===== src/rtl/simon_engine.sv =====
// SIMON block cipher engine with an on-chip key expander.
// N=16 gives SIMON32/64 (32 rounds, z0); N=32 gives SIMON64/128 (44 rounds, z3).
// One round per cycle. The expanded key schedule lives in a T x N register file.
module simon_engine #(
  parameter int unsigned N = 32
) (
  input  logic           clk,
  input  logic           rst,
  input  logic           key_load,
  input  logic [4*N-1:0] key_in,
  output logic           key_ready,
  input  logic           start,
  input  logic           decrypt,
  input  logic [2*N-1:0] block_in,
  output logic           busy,
  output logic           done,
  output logic [2*N-1:0] block_out,
  output logic           err
);

  localparam int unsigned T    = (N == 16) ? 32 : 44;
  localparam int unsigned IdxW = $clog2(T);

  // z sequences written with z[0] as the leftmost character.
  localparam logic [61:0] Z0   = 62'b11111010001001010110000111001101111101000100101011000011100110;
  localparam logic [61:0] Z3   = 62'b11011011101011000110010111100000010010001010011100110100001111;
  localparam logic [61:0] ZSeq = (N == 16) ? Z0 : Z3;

  localparam logic [IdxW-1:0] LastExp = IdxW'(T - 5);
  localparam logic [IdxW-1:0] LastRnd = IdxW'(T - 1);

  if (N != 16 && N != 32) begin : g_bad_width
    $error("simon_engine: N must be 16 or 32");
  end

  typedef enum logic [1:0] {StIdle, StExpand, StReady, StRun} state_e;

  function automatic logic [N-1:0] rol(input logic [N-1:0] v, input int unsigned s);
    return (v << s) | (v >> (N - s));
  endfunction

  function automatic logic [N-1:0] ror(input logic [N-1:0] v, input int unsigned s);
    return (v >> s) | (v << (N - s));
  endfunction

  function automatic logic [N-1:0] rf(input logic [N-1:0] v);
    return (rol(v, 1) & rol(v, 8)) ^ rol(v, 2);
  endfunction

  state_e          state_q, state_d;
  logic [IdxW-1:0] cnt_q, cnt_d;
  logic [N-1:0]    x_q, x_d, y_q, y_d;
  logic            dec_q, dec_d;
  logic [2*N-1:0]  out_q, out_d;
  logic            done_q, done_d;
  logic            err_q, err_d;
  logic            kready_q, kready_d;
  logic            load_we, exp_we;

  logic [N-1:0]    key_q [T];

  // Key expansion datapath: produces k[cnt+4] from k[cnt], k[cnt+1], k[cnt+3].
  logic [N-1:0]    k_i, k_i1, k_i3, tmp, new_key;
  logic [5:0]      z_idx;
  logic            z_bit;

  assign k_i     = key_q[cnt_q];
  assign k_i1    = key_q[cnt_q + IdxW'(1)];
  assign k_i3    = key_q[cnt_q + IdxW'(3)];
  assign tmp     = ror(k_i3, 3) ^ k_i1;
  assign z_idx   = 6'd61 - 6'(cnt_q);
  assign z_bit   = ZSeq[z_idx];
  assign new_key = ~k_i ^ tmp ^ ror(tmp, 1) ^ {{(N-1){1'b0}}, z_bit} ^ N'(3);

  // Round datapath: decrypt walks the schedule backwards.
  logic [IdxW-1:0] kidx;
  logic [N-1:0]    rk, rnd_x, rnd_y;

  assign kidx  = dec_q ? (LastRnd - cnt_q) : cnt_q;
  assign rk    = key_q[kidx];
  assign rnd_x = dec_q ? y_q : (y_q ^ rf(x_q) ^ rk);
  assign rnd_y = dec_q ? (x_q ^ rf(y_q) ^ rk) : x_q;

  // Next-state logic, datapath register updates and request arbitration.
  always_comb begin
    state_d  = state_q;
    cnt_d    = cnt_q;
    x_d      = x_q;
    y_d      = y_q;
    dec_d    = dec_q;
    out_d    = out_q;
    done_d   = 1'b0;
    kready_d = kready_q;
    load_we  = 1'b0;
    exp_we   = 1'b0;

    unique case (state_q)
      StIdle: begin
        if (key_load) begin
          load_we  = 1'b1;
          kready_d = 1'b0;
          cnt_d    = '0;
          state_d  = StExpand;
        end
      end
      StExpand: begin
        exp_we = 1'b1;
        if (cnt_q == LastExp) begin
          cnt_d    = '0;
          kready_d = 1'b1;
          state_d  = StReady;
        end else begin
          cnt_d = cnt_q + IdxW'(1);
        end
      end
      StReady: begin
        if (key_load) begin
          load_we  = 1'b1;
          kready_d = 1'b0;
          cnt_d    = '0;
          state_d  = StExpand;
        end else if (start) begin
          x_d     = block_in[2*N-1:N];
          y_d     = block_in[N-1:0];
          dec_d   = decrypt;
          cnt_d   = '0;
          state_d = StRun;
        end
      end
      StRun: begin
        x_d = rnd_x;
        y_d = rnd_y;
        if (cnt_q == LastRnd) begin
          out_d   = {rnd_x, rnd_y};
          done_d  = 1'b1;
          cnt_d   = '0;
          state_d = StReady;
        end else begin
          cnt_d = cnt_q + IdxW'(1);
        end
      end
      default: state_d = StIdle;
    endcase

    // key_load wins over start in READY, so start is only honoured alone in READY.
    err_d = (start && !(state_q == StReady && !key_load)) ||
            (key_load && (state_q == StExpand || state_q == StRun));
  end

  // Control and datapath registers with synchronous active-low reset.
  always_ff @(posedge clk) begin
    if (!rst) begin
      state_q  <= StIdle;
      cnt_q    <= '0;
      x_q      <= '0;
      y_q      <= '0;
      dec_q    <= 1'b0;
      out_q    <= '0;
      done_q   <= 1'b0;
      err_q    <= 1'b0;
      kready_q <= 1'b0;
    end else begin
      state_q  <= state_d;
      cnt_q    <= cnt_d;
      x_q      <= x_d;
      y_q      <= y_d;
      dec_q    <= dec_d;
      out_q    <= out_d;
      done_q   <= done_d;
      err_q    <= err_d;
      kready_q <= kready_d;
    end
  end

  // Key register file: seed words on load, one expanded word per EXPAND cycle.
  always_ff @(posedge clk) begin
    if (rst && load_we) begin
      for (int k = 0; k < 4; k++) begin
        key_q[k] <= key_in[k*N +: N];
      end
    end else if (rst && exp_we) begin
      key_q[cnt_q + IdxW'(4)] <= new_key;
    end
  end

  assign busy      = (state_q == StExpand) || (state_q == StRun);
  assign done      = done_q;
  assign err       = err_q;
  assign key_ready = kready_q;
  assign block_out = out_q;

endmodule


===== config.mk =====
export PLATFORM = sky130hd
export DESIGN_NAME = simon_engine
export DESIGN_NICKNAME = d
export VERILOG_FILES = /design/src/rtl/simon_engine.sv
export SDC_FILE = /design/constraint.sdc
export NUM_CORES = 2
export LEC_CHECK = 0
export CAP_MARGIN = 20
export CORE_MARGIN = 10
export CORE_UTILIZATION = 55
export CTS_CLUSTER_SIZE = 20
export DETAILED_ROUTE_END_ITERATION = 7
export DONT_BUFFER_PORTS = 1
export GPL_ROUTABILITY_DRIVEN = 0
export PLACE_DENSITY = 0.74
export RECOVER_POWER = 50
export SLEW_MARGIN = 30
export SYNTH_ARGS = -nofsm -noshare
export SYNTH_HDL_FRONTEND = slang
export SYNTH_SLANG_ARGS = --single-unit

===== constraint.sdc =====
create_clock -name clk -period 6.9 [get_ports clk]
set_input_delay 2.07 -clock clk [delete_from_list [all_inputs] [get_ports clk]]
set_output_delay 2.07 -clock clk [all_outputs]
set_load 0.05 [all_outputs]

==> results.sh <==
export IMPL_final_setup_worst_slack_ns=-0.104
export IMPL_rsz0062_at_grt="false"
export IMPL_crit_path_end="key_q[34][18]"
export IMPL_synth_top_flop_cell="edfxtp_1"
export IMPL_max_freq_ghz=0.143
export IMPL_synth_edf_count=1408
export IMPL_skew_ns=0.0799
export IMPL_via_count=77444
export IMPL_ios=265
export IMPL_start_util_pct=55.5
export IMPL_power_per_cell_area_nw_per_um2=251
export IMPL_worst_path_largest_cell_delay_ns=2.36
export IMPL_worst_pin_slew_ns=5.07
export IMPL_htree_levels=4
export IMPL_layout_drive_gt1_share_pct=36.7
export IMPL_routed_wl_mm=412
export IMPL_antenna_left=0
export IMPL_dp_slack_ns=0.893
export IMPL_dp_hpwl_mm=262
export IMPL_final_common_cell="mux4_2"
export IMPL_cp_cell_sequence="nand2_1 -> nor3_1 -> nand2_1 -> nor2_1 -> clkbuf_1"
export IMPL_holdBufCountCts=0
export IMPL_gr_total_overflow=0
export IMPL_grt_pass1_vias=73693
export IMPL_ys_types=88
export IMPL_path_class="input pin to register"
export IMPL_required_ns=7.34
export IMPL_total_power_uw=28300
export IMPL_synth_area_leaders="edfxtp_1 41%, mux4_2 35%, dfxtp_1 2.8%"
export IMPL_min_period_over_period_pct=102
export IMPL_r2r_slack_ns=-0.01
export IMPL_leakage_uw=0.0341
export IMPL_synth_compound_area_share_pct=6.00
export IMPL_setup_viol=27
export IMPL_grt_antenna_before_repair=46
export IMPL_drtIter0Drc=16664
export IMPL_post_route_util_pct=60.5
export IMPL_crit_top_cell="nand2_1"
export IMPL_critPathLaunchType="input pin"
export IMPL_r2r_start="cnt_q[2]"
export IMPL_vias_per_cell=8.44
export IMPL_die_area_um2=205000
export IMPL_die_y_um=453
export IMPL_p_switching_uw=8410
export IMPL_r2r_end="key_q[34][18]"
export IMPL_avgSynthCellArea_um2=15.5
export IMPL_relSlewSlack_pct=-238
export IMPL_grt_max_degree=143
export IMPL_yosys_area_share_simple_pct=5.26
export IMPL_syn_area_um2=103000
export IMPL_finalNetCount=6734
export IMPL_ys_seq_area_share_pct=43.8
export IMPL_routedWlPerCell_um=44.9
export IMPL_synthAdderAreaFrac_pct=0.170
export IMPL_synth_fp_nets=6871
export IMPL_internal_power_uw=19900
export IMPL_grt_pass1_wl_mm=572
export IMPL_io_buffers=0
export IMPL_slew_violations=1225
export IMPL_critPathMaxFanout=142
export IMPL_firstDrtPassIters=8
export IMPL_cts_resized=0
export IMPL_cts_buffer_depth=3
export IMPL_violations="design-rule violations, max-capacitance violations, max-slew violations, negative setup slack"
export IMPL_crit_slowest_cell="nor2_1"
export IMPL_synth_mux_area_share_pct=39.0
export IMPL_drc=125
export IMPL_maxCapViolations=72
export IMPL_fin_cells=9175
export IMPL_clockPowerShare_pct=34.3
export IMPL_area_growth_pct=9.11
export IMPL_postCtsSetupBuffers=0
export IMPL_crit_start="rst"
export IMPL_clkLatencyLatePin_ns=0.91
export IMPL_cts_sinks=1554
export IMPL_clk_pin_slew_ns=0.07
export IMPL_ys_seq_elements=1554
export IMPL_comb_power_share_pct=22.1
export IMPL_synth_top_family_by_area="multiplexers"
export IMPL_fill_cells=13375
export IMPL_synthArstFlopShare_pct=0
export IMPL_grtUsageTotal_pct=39.3
export IMPL_ir_worst_vdd_v=0.000289
export IMPL_hp_class="register to register"
export IMPL_cts_buffers=171
export IMPL_final_cell_mix="1621 x mux4_2, 1408 x edfxtp_1, 770 x nand2_1, 262 x a21oi_1, 221 x mux2i_1"
export IMPL_die_w_um=453
export IMPL_final_hold_violation_count=0
export IMPL_place_inst=8818
export IMPL_rows=158
export IMPL_cts_tree="built"
export IMPL_finalCriticalPeriod_ns=7.00
export IMPL_yosysWarnings=0
export IMPL_synth_top_cell_area_share_pct=41.0
export IMPL_postSynthCellCount=6660
export IMPL_arrival_ns=7.44
export IMPL_end_kind="register"
export IMPL_outcome="finished with violations"
export IMPL_root_buffer="clkbuf_16"
export IMPL_seqPwrFrac_pct=43.6
export IMPL_synth_top_cell_by_area="edfxtp_1"
export IMPL_rr_worst_depth=6
export IMPL_synth_xor_xnor_area_share_pct=2.41
export IMPL_swShare_pct=29.7
export IMPL_core_region_area_um2=186000
==> stage by stage <==
stage | cell area [um^2] | TNS (ns) | hold slack, ns
after detailed placement | 107000 | 0 | 0.634
after CTS | 113000 | 0 | 0.647
after global placement | 107000 | 0 | 0.629
final | 112000 | -1.42 | 0.661
after global routing | 112000 | 0 | 0.695
after floorplan | 103000 | 0 | 0.593
==> synth_stat cells, types with 8 or more instances <==
| master | instances |
|---|---|
| a211oi_1 | 47 |
| a21oi_1 | 266 |
| a221o_1 | 15 |
| a221oi_1 | 29 |
| a22o_1 | 11 |
| a22oi_1 | 32 |
| a311oi_1 | 23 |
| a31oi_1 | 36 |
| a32oi_1 | 47 |
| and2_1 | 26 |
| and3_1 | 15 |
| buf_1 | 79 |
| buf_2 | 210 |
| buf_4 | 77 |
| buf_6 | 41 |
| clkbuf_1 | 230 |
| dfxtp_1 | 146 |
| edfxtp_1 | 1408 |
| ha_1 | 14 |
| inv_1 | 18 |
| mux2_2 | 124 |
| mux2i_1 | 222 |
| mux4_2 | 1621 |
| nand2_1 | 774 |
| nand3_1 | 133 |
| nand3b_1 | 22 |
| nand4_1 | 23 |
| nor2_1 | 148 |
| nor2b_1 | 22 |
| nor3_1 | 59 |
| o2111a_1 | 8 |
| o211ai_1 | 18 |
| o21a_1 | 27 |
| o21ai_0 | 182 |
| o21ai_1 | 34 |
| o221ai_1 | 56 |
| o22ai_1 | 26 |
| o31ai_1 | 12 |
| or2_2 | 14 |
| xnor2_1 | 126 |
| xnor2_2 | 16 |
| xor2_1 | 107 |
==> routing by layer <==
metal	vias to the layer above	track usage, %	routed length (um)
met5	-	1.96	935
met1	38492	46.8	121000
met4	58	26.6	37800
li1	27901	-	-
met3	2187	24.3	86300
met2	8806	52.2	165000
==> power by group through the flow <==
stage	clock, uW	sequential [uW]	combinational (uW)
after floorplan	0	12500	3760
after global placement	0	12500	5670
after detailed placement	0	12500	5870
after CTS	9640	12300	5900
after global routing	10000	12300	6420
final	9690	12300	6260
==> worst min path at each step <==
stage            start       to  depth (start not counted)
2_1_floorplan  x_q[25]  x_q[25]                          4
3_3_place_gp   x_q[28]  x_q[28]                          4
3_5_place_dp   x_q[25]  x_q[25]                          4
4_1_cts        x_q[25]  x_q[25]                          4
5_1_grt        y_q[25]  y_q[25]                          4
6_report       y_q[21]  y_q[21]                          4
==> kinds of logic (layout without fill, tap and decap cells) <==
family,after synthesis,in the layout
AO/OA/AOI/OAI,935,935
adder cells (fa/ha/maj),14,14
flip-flops,1554,1554
AND/OR/NAND/NOR,1264,1264
buffers and inverters,665,666
XOR/XNOR,257,257
multiplexers,1971,1971
other,0,34
==> cell type report <==
cell class              count  area, um^2  area share [%]
clock inverters           108        1280            1.14
clock buffers             203        4580            4.07
inverters                  21        83.8          0.0745
multi-input cells        4441       55000            48.9
flip-flops and latches   1554       45200            40.2
diodes                     34        85.1          0.0756
well taps                2480        3100            2.76
repair buffers            334        3060            2.72
==> sequential cells by signal, summed over array words and instances (netlist names), named ones only <==
register and count:
x_q 32, y_q 32, state_q 2, done 1, dec_q 1, block_out 64
key_q 1408, cnt_q 6, key_ready 1, err 1
==> critical path: cells and delay by family <==
kind	cells	cell delay, ns
simple gates	4	3.42
buf+inv	1	1.87
Note: power is estimated with default switching activity, not from simulation.
